==> config.mk <==
export PLATFORM = sky130hd
export DESIGN_NAME = pzcorebus_gate_controller
export DESIGN_NICKNAME = d
export VERILOG_FILES = /design/src/rtl/pzcorebus_gate_controller.sv
export SDC_FILE = /design/constraint.sdc
export NUM_CORES = 1
export LEC_CHECK = 0
export CORE_MARGIN = 2
export CORE_UTILIZATION = 40
export DETAILED_ROUTE_END_ITERATION = 10
export DONT_BUFFER_PORTS = 1
export PLACE_DENSITY = 0.64
export SETUP_SLACK_MARGIN = 0.4
export SLEW_MARGIN = 20
export SYNTH_ARGS = -nofsm -noshare
export SYNTH_HDL_FRONTEND = slang
export SYNTH_SLANG_ARGS = --single-unit
==> constraint.sdc <==
create_clock -name i_clk -period 2.9 [get_ports i_clk]
set_clock_uncertainty 0.1 [all_clocks]
set_input_delay 0.29 -clock i_clk [delete_from_list [all_inputs] [get_ports i_clk]]
set_output_delay 0.29 -clock i_clk [all_outputs]
set_load 0.05 [all_outputs]
==> src/rtl/pzcorebus_gate_controller.sv <==
`default_nettype none
// ============================================================================
// Module   : pzcorebus_gate_controller
// Purpose  : Blocks, drains and then switches a corebus gate between the
//            master path (open) and the dummy-slave path (closed).
//            Optional drain timeout: define PZCOREBUS_GATE_CONTROLLER_TIMEOUT_EN.
// Revision : 1.0 - initial release
// ============================================================================
module pzcorebus_gate_controller #(
   parameter int  MAX_NON_POSTED = 16,
   parameter int  MAX_WRITE_DATA = 16,
   parameter int  INITIAL_OPEN   = 0,
   parameter int  TIMEOUT_CYCLES = 1024,
   localparam int NP_WIDTH       = $clog2(MAX_NON_POSTED + 1),
   localparam int WD_WIDTH       = $clog2(MAX_WRITE_DATA + 1)
) (
   input  logic                i_clk,
   input  logic                i_rst,
   input  logic                i_open_request,
   input  logic                i_close_request,
   input  logic                i_command_ack,
   input  logic                i_command_non_posted,
   input  logic                i_command_with_data,
   input  logic                i_write_data_last_ack,
   input  logic                i_response_last_ack,
   output logic                o_enable,
   output logic                o_command_block,
   output logic                o_busy,
   output logic                o_done,
   output logic [NP_WIDTH-1:0] o_np_count,
   output logic [WD_WIDTH-1:0] o_wd_count,
   output logic                o_violation,
   output logic                o_timeout
);

   typedef enum logic [1:0] {
      S_CLOSED = 2'd0,
      S_OPEN   = 2'd1,
      S_DRAIN  = 2'd2,
      S_SWITCH = 2'd3
   } state_t;

   localparam logic [NP_WIDTH-1:0] c_NP_MAX    = NP_WIDTH'(MAX_NON_POSTED);
   localparam logic [WD_WIDTH-1:0] c_WD_MAX    = WD_WIDTH'(MAX_WRITE_DATA);
   localparam logic                c_INIT_OPEN = (INITIAL_OPEN != 0);

   if (TIMEOUT_CYCLES < 1) begin : g_timeout_range
      $error("TIMEOUT_CYCLES must be at least 1");
   end

   state_t              r_state;
   logic                r_target;
   logic                r_enable;
   logic                r_command_block;
   logic                r_busy;
   logic                r_done;
   logic                r_violation;
   logic [NP_WIDTH-1:0] r_np_count;
   logic [WD_WIDTH-1:0] r_wd_count;
   logic [NP_WIDTH-1:0] w_np_next;
   logic [WD_WIDTH-1:0] w_wd_next;
   logic                w_np_inc, w_np_dec, w_wd_inc, w_wd_dec;
   logic                w_drained, w_sat_next, w_req, w_req_target;
   logic                w_violation_now, w_timeout_fire;

   assign w_np_inc     = i_command_ack & i_command_non_posted;
   assign w_np_dec     = i_response_last_ack;
   assign w_wd_inc     = i_command_ack & i_command_with_data;
   assign w_wd_dec     = i_write_data_last_ack;
   assign w_drained    = (r_np_count == '0) && (r_wd_count == '0);
   assign w_req        = i_open_request | i_close_request;
   assign w_req_target = ~i_close_request;

   // Saturating counters; a simultaneous increment and decrement cancel out.
   always_comb begin
      w_np_next = r_np_count;
      if (w_np_inc && !w_np_dec && (r_np_count != c_NP_MAX))
         w_np_next = r_np_count + NP_WIDTH'(1);
      else if (w_np_dec && !w_np_inc && (r_np_count != '0))
         w_np_next = r_np_count - NP_WIDTH'(1);
      w_wd_next = r_wd_count;
      if (w_wd_inc && !w_wd_dec && (r_wd_count != c_WD_MAX))
         w_wd_next = r_wd_count + WD_WIDTH'(1);
      else if (w_wd_dec && !w_wd_inc && (r_wd_count != '0))
         w_wd_next = r_wd_count - WD_WIDTH'(1);
   end

   assign w_sat_next      = (w_np_next == c_NP_MAX) || (w_wd_next == c_WD_MAX);
   assign w_violation_now = (w_np_inc && !w_np_dec && (r_np_count == c_NP_MAX))
                          | (w_np_dec && !w_np_inc && (r_np_count == '0))
                          | (w_wd_inc && !w_wd_dec && (r_wd_count == c_WD_MAX))
                          | (w_wd_dec && !w_wd_inc && (r_wd_count == '0))
                          | (i_command_ack && r_command_block);

`ifdef PZCOREBUS_GATE_CONTROLLER_TIMEOUT_EN
   localparam int c_TO_WIDTH = $clog2(TIMEOUT_CYCLES + 1);

   logic [c_TO_WIDTH-1:0] r_drain_cnt;
   logic                  r_timeout;

   assign w_timeout_fire = (r_state == S_DRAIN) && !w_drained
                        && (r_drain_cnt == c_TO_WIDTH'(TIMEOUT_CYCLES - 1));

   always_ff @(posedge i_clk) begin
      if (i_rst) begin
         r_drain_cnt <= '0;
         r_timeout   <= 1'b0;
      end else begin
         if (((r_state == S_CLOSED) || (r_state == S_OPEN)) && w_req) begin
            r_drain_cnt <= '0;
            r_timeout   <= 1'b0;
         end else if ((r_state == S_DRAIN) && !w_timeout_fire) begin
            r_drain_cnt <= r_drain_cnt + c_TO_WIDTH'(1);
         end
         if (w_timeout_fire)
            r_timeout <= 1'b1;
      end
   end

   assign o_timeout = r_timeout;
`else
   assign w_timeout_fire = 1'b0;
   assign o_timeout      = 1'b0;
`endif

   always_ff @(posedge i_clk) begin
      if (i_rst) begin
         r_np_count  <= '0;
         r_wd_count  <= '0;
         r_violation <= 1'b0;
      end else begin
         r_np_count  <= w_timeout_fire ? '0 : w_np_next;
         r_wd_count  <= w_timeout_fire ? '0 : w_wd_next;
         r_violation <= r_violation | w_violation_now;
      end
   end

   always_ff @(posedge i_clk) begin
      if (i_rst) begin
         r_state         <= c_INIT_OPEN ? S_OPEN : S_CLOSED;
         r_target        <= c_INIT_OPEN;
         r_enable        <= c_INIT_OPEN;
         r_command_block <= 1'b0;
         r_busy          <= 1'b0;
         r_done          <= 1'b0;
      end else begin
         r_done <= 1'b0;
         case (r_state)
            S_CLOSED, S_OPEN: begin
               r_busy          <= 1'b0;
               r_command_block <= w_sat_next;
               if (w_req) begin
                  // In an idle state the enable mirrors the current state.
                  if (w_req_target == r_enable) begin
                     r_done <= 1'b1;
                  end else begin
                     r_state         <= S_DRAIN;
                     r_target        <= w_req_target;
                     r_busy          <= 1'b1;
                     r_command_block <= 1'b1;
                  end
               end
            end
            S_DRAIN: begin
               r_busy          <= 1'b1;
               r_command_block <= 1'b1;
               if (w_drained || w_timeout_fire)
                  r_state <= S_SWITCH;
            end
            default: begin
               r_state         <= r_target ? S_OPEN : S_CLOSED;
               r_enable        <= r_target;
               r_done          <= 1'b1;
               r_busy          <= 1'b0;
               r_command_block <= w_sat_next;
            end
         endcase
      end
   end

   assign o_enable        = r_enable;
   assign o_command_block = r_command_block;
   assign o_busy          = r_busy;
   assign o_done          = r_done;
   assign o_np_count      = r_np_count;
   assign o_wd_count      = r_wd_count;
   assign o_violation     = r_violation;

endmodule
`default_nettype wire

==> results of run 1 <==
-- stage by stage --
step | worst slack (ns) | hold WS, ns | power (µW)
after floorplan | 0.611 | 0.361 | 706
after global placement | 0.595 | 0.263 | 772
after detailed placement | 0.590 | 0.265 | 779
after CTS | 0.560 | 0.0969 | 944
after global routing | 0.401 | 0.112 | 1010
final | 0.555 | 0.0999 | 938
-- layer usage --
| layer | GRT usage (%) | part of all wire [%] |
|---|---|---|
| met2 | 28.3 | 49 |
| met4 | 8.25 | 1.4 |
| met1 | 18.8 | 42 |
| met3 | 5.68 | 7.8 |
| met5 | 0 | 0 |
-- flip-flops by register name, indices dropped and copies added, names as in the netlist --
signal	cells
o_np_count	5
o_wd_count	5
r_state	2
o_busy	1
o_command_block	1
o_done	1
o_enable	1
o_violation	1
r_target	1
-- cells in the mapped netlist (all sizes together), types with 4 or more instances --
cell type / instances
dfxtp: 18
nor2: 16
nand2: 11
a21oi: 7
inv: 7
o21ai: 6
buf: 5
nor3b: 5
ha: 4
nand3: 4
-- worst paths after layout --
check                                      from               to  cells after the start
worst max-delay path              o_wd_count[1]  o_command_block                      7
worst min-delay path            i_close_request         r_target                      3
worst max register to register    o_wd_count[1]  o_command_block                      7
worst min register to register       r_state[0]         o_enable                      2
-- logic make-up after synthesis --
group           after synthesis  synth area share [%]
simple gates                 63                  32.5
compound gates               37                  21.7
flops                        18                  29.2
buf+inv                      15                  6.80
fa+ha+maj                     4                  4.06
xor+xnor                      4                  2.84
mux                           3                  2.54
other cells                   1                 0.304
-- where the power goes --
| part | leakage [µW] | total (µW) | internal (µW) | switching (µW) |
|---|---|---|---|---|
| Clock | 0.0000210 | 155 | 76.6 | 78.7 |
| Sequential | 0.000148 | 374 | 282 | 91.6 |
| Combinational | 0.000338 | 409 | 174 | 234 |
-- final cells by class --
cell class / instances / area, µm² / area share (%)
Sequential cell: 18 / 360 / 28.0
Inverter: 7 / 26.3 / 2.04
Timing Repair Buffer: 4 / 32.5 / 2.53
Tap cell: 33 / 41.3 / 3.21
Multi-Input combinational cell: 112 / 788 / 61.3
Clock buffer: 4 / 36.3 / 2.82
-- worst register-to-register path, cell delays in order (launching register included) --
cell	delay, ns
dfxtp_1	0.74
inv_1	0.17
ha_1	0.27
nor3b_2	0.21
a22oi_1	0.23
xnor2_1	0.18
nand2_1	0.09
o311ai_1	0.25
-- timing repair --
action,4_1_cts,5_1_grt
hold buffers,1,0
hold endpoints to repair,17,0
resized for setup,0,0
endpoints found under the setup margin,0,0
==> results.json, run 1 <==
{
  "die_h_um": 59.5,
  "cts_setup_buffers": 0,
  "critPathBufInv": 1,
  "dieArea_um2": 3540,
  "overflow": 0,
  "slew_headroom_pct": 45.5,
  "dr.pass1.iters": 4,
  "drv_slew": 0,
  "required_ns": 3.01,
  "placed_cell_area_um2": 1240,
  "cts_sinks": 18,
  "rsz0062_at_grt": "no",
  "num_vias": 1063,
  "r2r_slack_ns": 0.56,
  "power.density_nw_per_um2": 730,
  "io_pins": 25,
  "endpoint_kind": "flop",
  "worst_pin_slew_ns": 0.817,
  "coreArea_um2": 3000,
  "ys_seq_area_share_pct": 29.2,
  "portBuffers": 0,
  "cts_made_buffers": 3,
  "dp_hpwl_mm": 1.96,
  "critPathMaxFanout": 7,
  "final.setup.tns_ns": 0,
  "grt_antenna_before_repair": 0,
  "crit_chain": "inv_1, ha_1, nor3b_2, a22oi_1, xnor2_1, nand2_1, o311ai_1",
  "track_usage_pct": 16.8,
  "htreeDepth": 1,
  "drc": 0,
  "crit_arrival_ns": 2.46,
  "fillCellCount": 298,
  "hold_viol_final": 0,
  "start_kind": "flop",
  "outcome": "finished, final reports clean",
  "die_w_um": 59.5,
  "drtAntennaViolNets": 0,
  "ys_ff_latch": 18,
  "clockBufferDepth": 2,
  "synth_warnings": 0,
  "routed_via_density": 5.97,
  "synth_edf_count": 0,
  "leakage_uw": 0.000506,
  "nets": 159,
  "ys.flop_type": "dfxtp_1",
  "first_iter_violations": 85,
  "critPathSlowestCell": "dfxtp_1",
  "layout_commonest_cell": "dfxtp_1",
  "yosys.area.top_type_share_pct": 29.2,
  "cts_tree": "yes",
  "post-route-min-period_ns": 2.34,
  "clock_latency_ns": 0.29,
  "insertedDiodeCount": 0,
  "place_inst": 173,
  "start_util_pct": 41.0,
  "vdd_drop_max_mv": 0.213,
  "grt_pass1_vias": 1067,
  "wl_per_cell_um": 14.7,
  "final_area_um2": 1280,
  "areaGrowthSynthToFinish_pct": 4.26,
  "synth_area_leaders": "dfxtp_1 29%, nor2_1 4.9%, ha_1 4.1%",
  "totalWireLength_mm": 2.61,
  "cp_slowest_stage_delay_ns": 0.74,
  "utilization_pct": 42.8,
  "netlist_area_um2": 1230,
  "final_cell_mix": "18 x dfxtp_1, 16 x nor2_1, 11 x nand2_1",
  "yosysTopAreaCell": "dfxtp_1",
  "async_flop_share_pct": 0,
  "grt_pass1_wl_mm": 4.61,
  "hold_class": "input port to flop",
  "critPathKind": "flop to flop",
  "finalNonFillerCells": 178,
  "synthCells": 145,
  "max_freq_ghz": 0.426,
  "grt_max_degree": 18,
  "avgSynthCellArea_um2": 8.50,
  "ctsRootBufferMaster": "clkbuf_4",
  "gp_congestion": 0.829,
  "clk_pin_slew_ns": 0.10,
  "synth_cell_types": 53,
  "maxCapViolations": 0,
  "crit_family": "flip-flops",
  "rows": 20,
  "min_period_over_period_pct": 80.9,
  "syn_nets": 158,
  "drive_gt1_share_pct": 15.9,
  "setup_viol": 0
}
(Power assumes the default switching activity.)
==> run 2: changes to the inputs <==
--- a/config.mk
+++ b/config.mk
@@ -5,6 +5,7 @@
 export SDC_FILE = /design/constraint.sdc
 export NUM_CORES = 1
 export LEC_CHECK = 0
+export ABC_AREA = 1
 export CORE_MARGIN = 2
 export CORE_UTILIZATION = 40
 export DETAILED_ROUTE_END_ITERATION = 10
==> constraint.sdc (replaced) <==
create_clock -name i_clk -period 2.4 [get_ports i_clk]
set_clock_uncertainty 0.1 [all_clocks]
set_input_delay 0.24 -clock i_clk [delete_from_list [all_inputs] [get_ports i_clk]]
set_output_delay 0.24 -clock i_clk [all_outputs]
set_load 0.05 [all_outputs]
==> run 2 against run 1 <==
Net effect:
- maximum frequency is 35% higher
- combinational power is 41% higher
- clock-buffer cell count stayed put
- design area is 12% higher
- power is 26% higher
- flip-flop and latch count stayed put
- worst setup slack better by 0.11 ns
- synthesized area is 4.4% higher
- critical path depth is 6 higher
- cell count is 40% higher
- global-route usage is 0.50 points lower
- worst hold slack worse by 0.087 ns
- highest routed layer unchanged
==> results.json, run 2 <==
{
  "outcome": "finished, final reports clean",
  "avgSynthCellArea_um2": 6.66,
  "ys_seq_area_share_pct": 28.0,
  "required_ns": 2.51,
  "yosys.area.top_type_share_pct": 28.0,
  "grt_pass1_vias": 1055,
  "dp_hpwl_mm": 2.09,
  "fillCellCount": 333,
  "htreeDepth": 1,
  "synth_fa_ha_area_share_pct": 3.89,
  "ys_ff_latch": 18,
  "post-route-min-period_ns": 1.74,
  "die_w_um": 60.7,
  "synth_most_common_cell": "nand2_1",
  "ctsRootBufferMaster": "clkbuf_4",
  "first_iter_violations": 46,
  "netlist_area_um2": 1290,
  "leakage_uw": 0.000726,
  "drv_slew": 0,
  "synth_warnings": 0,
  "synth_common_cells": "62 x nand2_1, 22 x inv_1, 18 x dfxtp_1",
  "layout_commonest_cell": "nand2_1",
  "synth_edf_count": 0,
  "max_freq_ghz": 0.575,
  "cts_resized": 0,
  "grt_antenna_before_repair": 0,
  "synthMuxAreaShare_pct": 0,
  "totalWireLength_mm": 2.67,
  "cts_made_buffers": 3,
  "final_cell_mix": "62 x nand2_1, 22 x inv_1, 17 x dfxtp_1",
  "drc": 0,
  "final_area_um2": 1440,
  "synth_area_leaders": "dfxtp_1 28%, nand2_1 18%, inv_1 6.4%",
  "crit_arrival_ns": 1.85,
  "async_flop_share_pct": 0,
  "setup_viol": 0,
  "portBuffers": 0,
  "clk_pin_slew_ns": 0.11,
  "slew_headroom_pct": 60.0,
  "synth_xor_area_share_pct": 4.09,
  "hold_class": "input port to flop",
  "grt_pass1_wl_mm": 4.51,
  "power.density_nw_per_um2": 820,
  "coreArea_um2": 3050,
  "vdd_drop_max_mv": 0.433,
  "dieArea_um2": 3690,
  "num_vias": 1165,
  "min_period_over_period_pct": 72.4,
  "io_pins": 25,
  "synthSimpleGateAreaFrac_pct": 44.4,
  "cts_sinks": 18,
  "synthCells": 193,
  "synth_compound_area_share_pct": 9.34,
  "critPathKind": "flop to flop",
  "ys.flop_type": "dfxtp_1",
  "synth_cell_types": 29,
  "worst_hold_slack_ns": 0.0133,
  "final.setup.tns_ns": 0,
  "r2r_slack_ns": 0.66,
  "cts_tree": "yes",
  "syn_nets": 206,
  "routed_via_density": 4.68,
  "synth_top_family_by_area": "simple AND/OR/NAND/NOR gates",
  "worst_pin_slew_ns": 0.597,
  "gp_congestion": 0.840,
  "drive_gt1_share_pct": 16.1,
  "grt_max_degree": 16,
  "placed_cell_area_um2": 1390,
  "maxCapViolations": 0,
  "wl_per_cell_um": 10.7,
  "die_h_um": 60.7,
  "clock_latency_ns": 0.30,
  "endpoint_kind": "flop",
  "nets": 219,
  "areaGrowthSynthToFinish_pct": 12.2,
  "rsz0062_at_grt": "no",
  "clockBufferDepth": 2,
  "insertedDiodeCount": 0,
  "start_util_pct": 42.1,
  "critPathMaxFanout": 4,
  "start_kind": "flop",
  "overflow": 0,
  "yosysTopAreaCell": "dfxtp_1",
  "drtAntennaViolNets": 0,
  "rows": 20,
  "track_usage_pct": 16.3,
  "dr.pass1.iters": 4,
  "hold_viol_final": 0
}
## run 2: changes by cell type after synthesis, moves of 4 or more
cell     change
xor2_1       +5
nand2_4      +4
nand2_1     +51
nor3b_1      -4
nand3_1     +11
inv_1       +15
a21oi_1      +8
## run 2: layout make-up
class                           instances  area (µm²)  area share (%)
Multi-Input combinational cell        146         797            55.2
Clock buffer                            4        36.3            2.52
Sequential cell                        18         362            25.1
Tap cell                               44        55.1            3.82
Inverter                               24        90.1            6.24
Timing Repair Buffer                   13         103            7.11
## run 2: power by group
part | switching, µW | internal [µW]
Sequential | 74.5 | 339
Combinational | 380 | 196
Clock | 101 | 92.5
## run 2: logic make-up (layout without fill, tap and decap cells)
kind of cell               Yosys count  count (layout)
adders and majority gates            4               4
other                                1               1
and+or+nand+nor                    113             113
xor gates and xnor gates             6               6
buffers and inverters               29              41
DFF                                 18              18
AOI/OAI and AO/OA                   22              22
## run 2: routing by layer
| metal | track usage [%] | vias to the layer above | share of wire (%) |
|---|---|---|---|
| met5 | 0 | - | 0 |
| met4 | 4.97 | 0 | 1.5 |
| met3 | 5.33 | 4 | 5.9 |
| met2 | 24.6 | 27 | 42 |
| met1 | 22.2 | 501 | 50 |
| li1 | - | 633 | - |
## run 2: final timing paths
path / cells after the start / end / startpoint
hold reg to reg: 2 / o_enable / r_target
setup / recovery: 13 / o_command_block / o_np_count[1]
hold / removal: 3 / o_command_block / i_rst
setup reg to reg: 13 / o_command_block / o_np_count[1]
## run 2: metrics by stage
stage	util (%)	std cells	setup WS, ns	total power (µW)
floorplan	-	193	0.418	897
global placement	45.4	243	0.699	993
finish	47.3	249	0.662	1180
CTS	47.3	249	0.655	1190
global route	47.3	249	0.469	1280
detailed placement	45.4	243	0.683	993
## run 2: timing repair
item	CTS	global route
endpoints found under the hold margin	15	0
buffers inserted	0	0
hold buffers	2	0
## run 2: critical path, stage by stage, from the launching register on
cell and delay [ns]:
dfxtp_1 0.35, buf_4 0.22, ha_1 0.22, inv_1 0.06, nor2_2 0.16, nand3_1 0.09
nand2_1 0.09, nand2_1 0.06, nand2_1 0.06, nor2_1 0.04, nand2_1 0.07, nand2_1 0.05
nand2_1 0.05, nand2_1 0.04
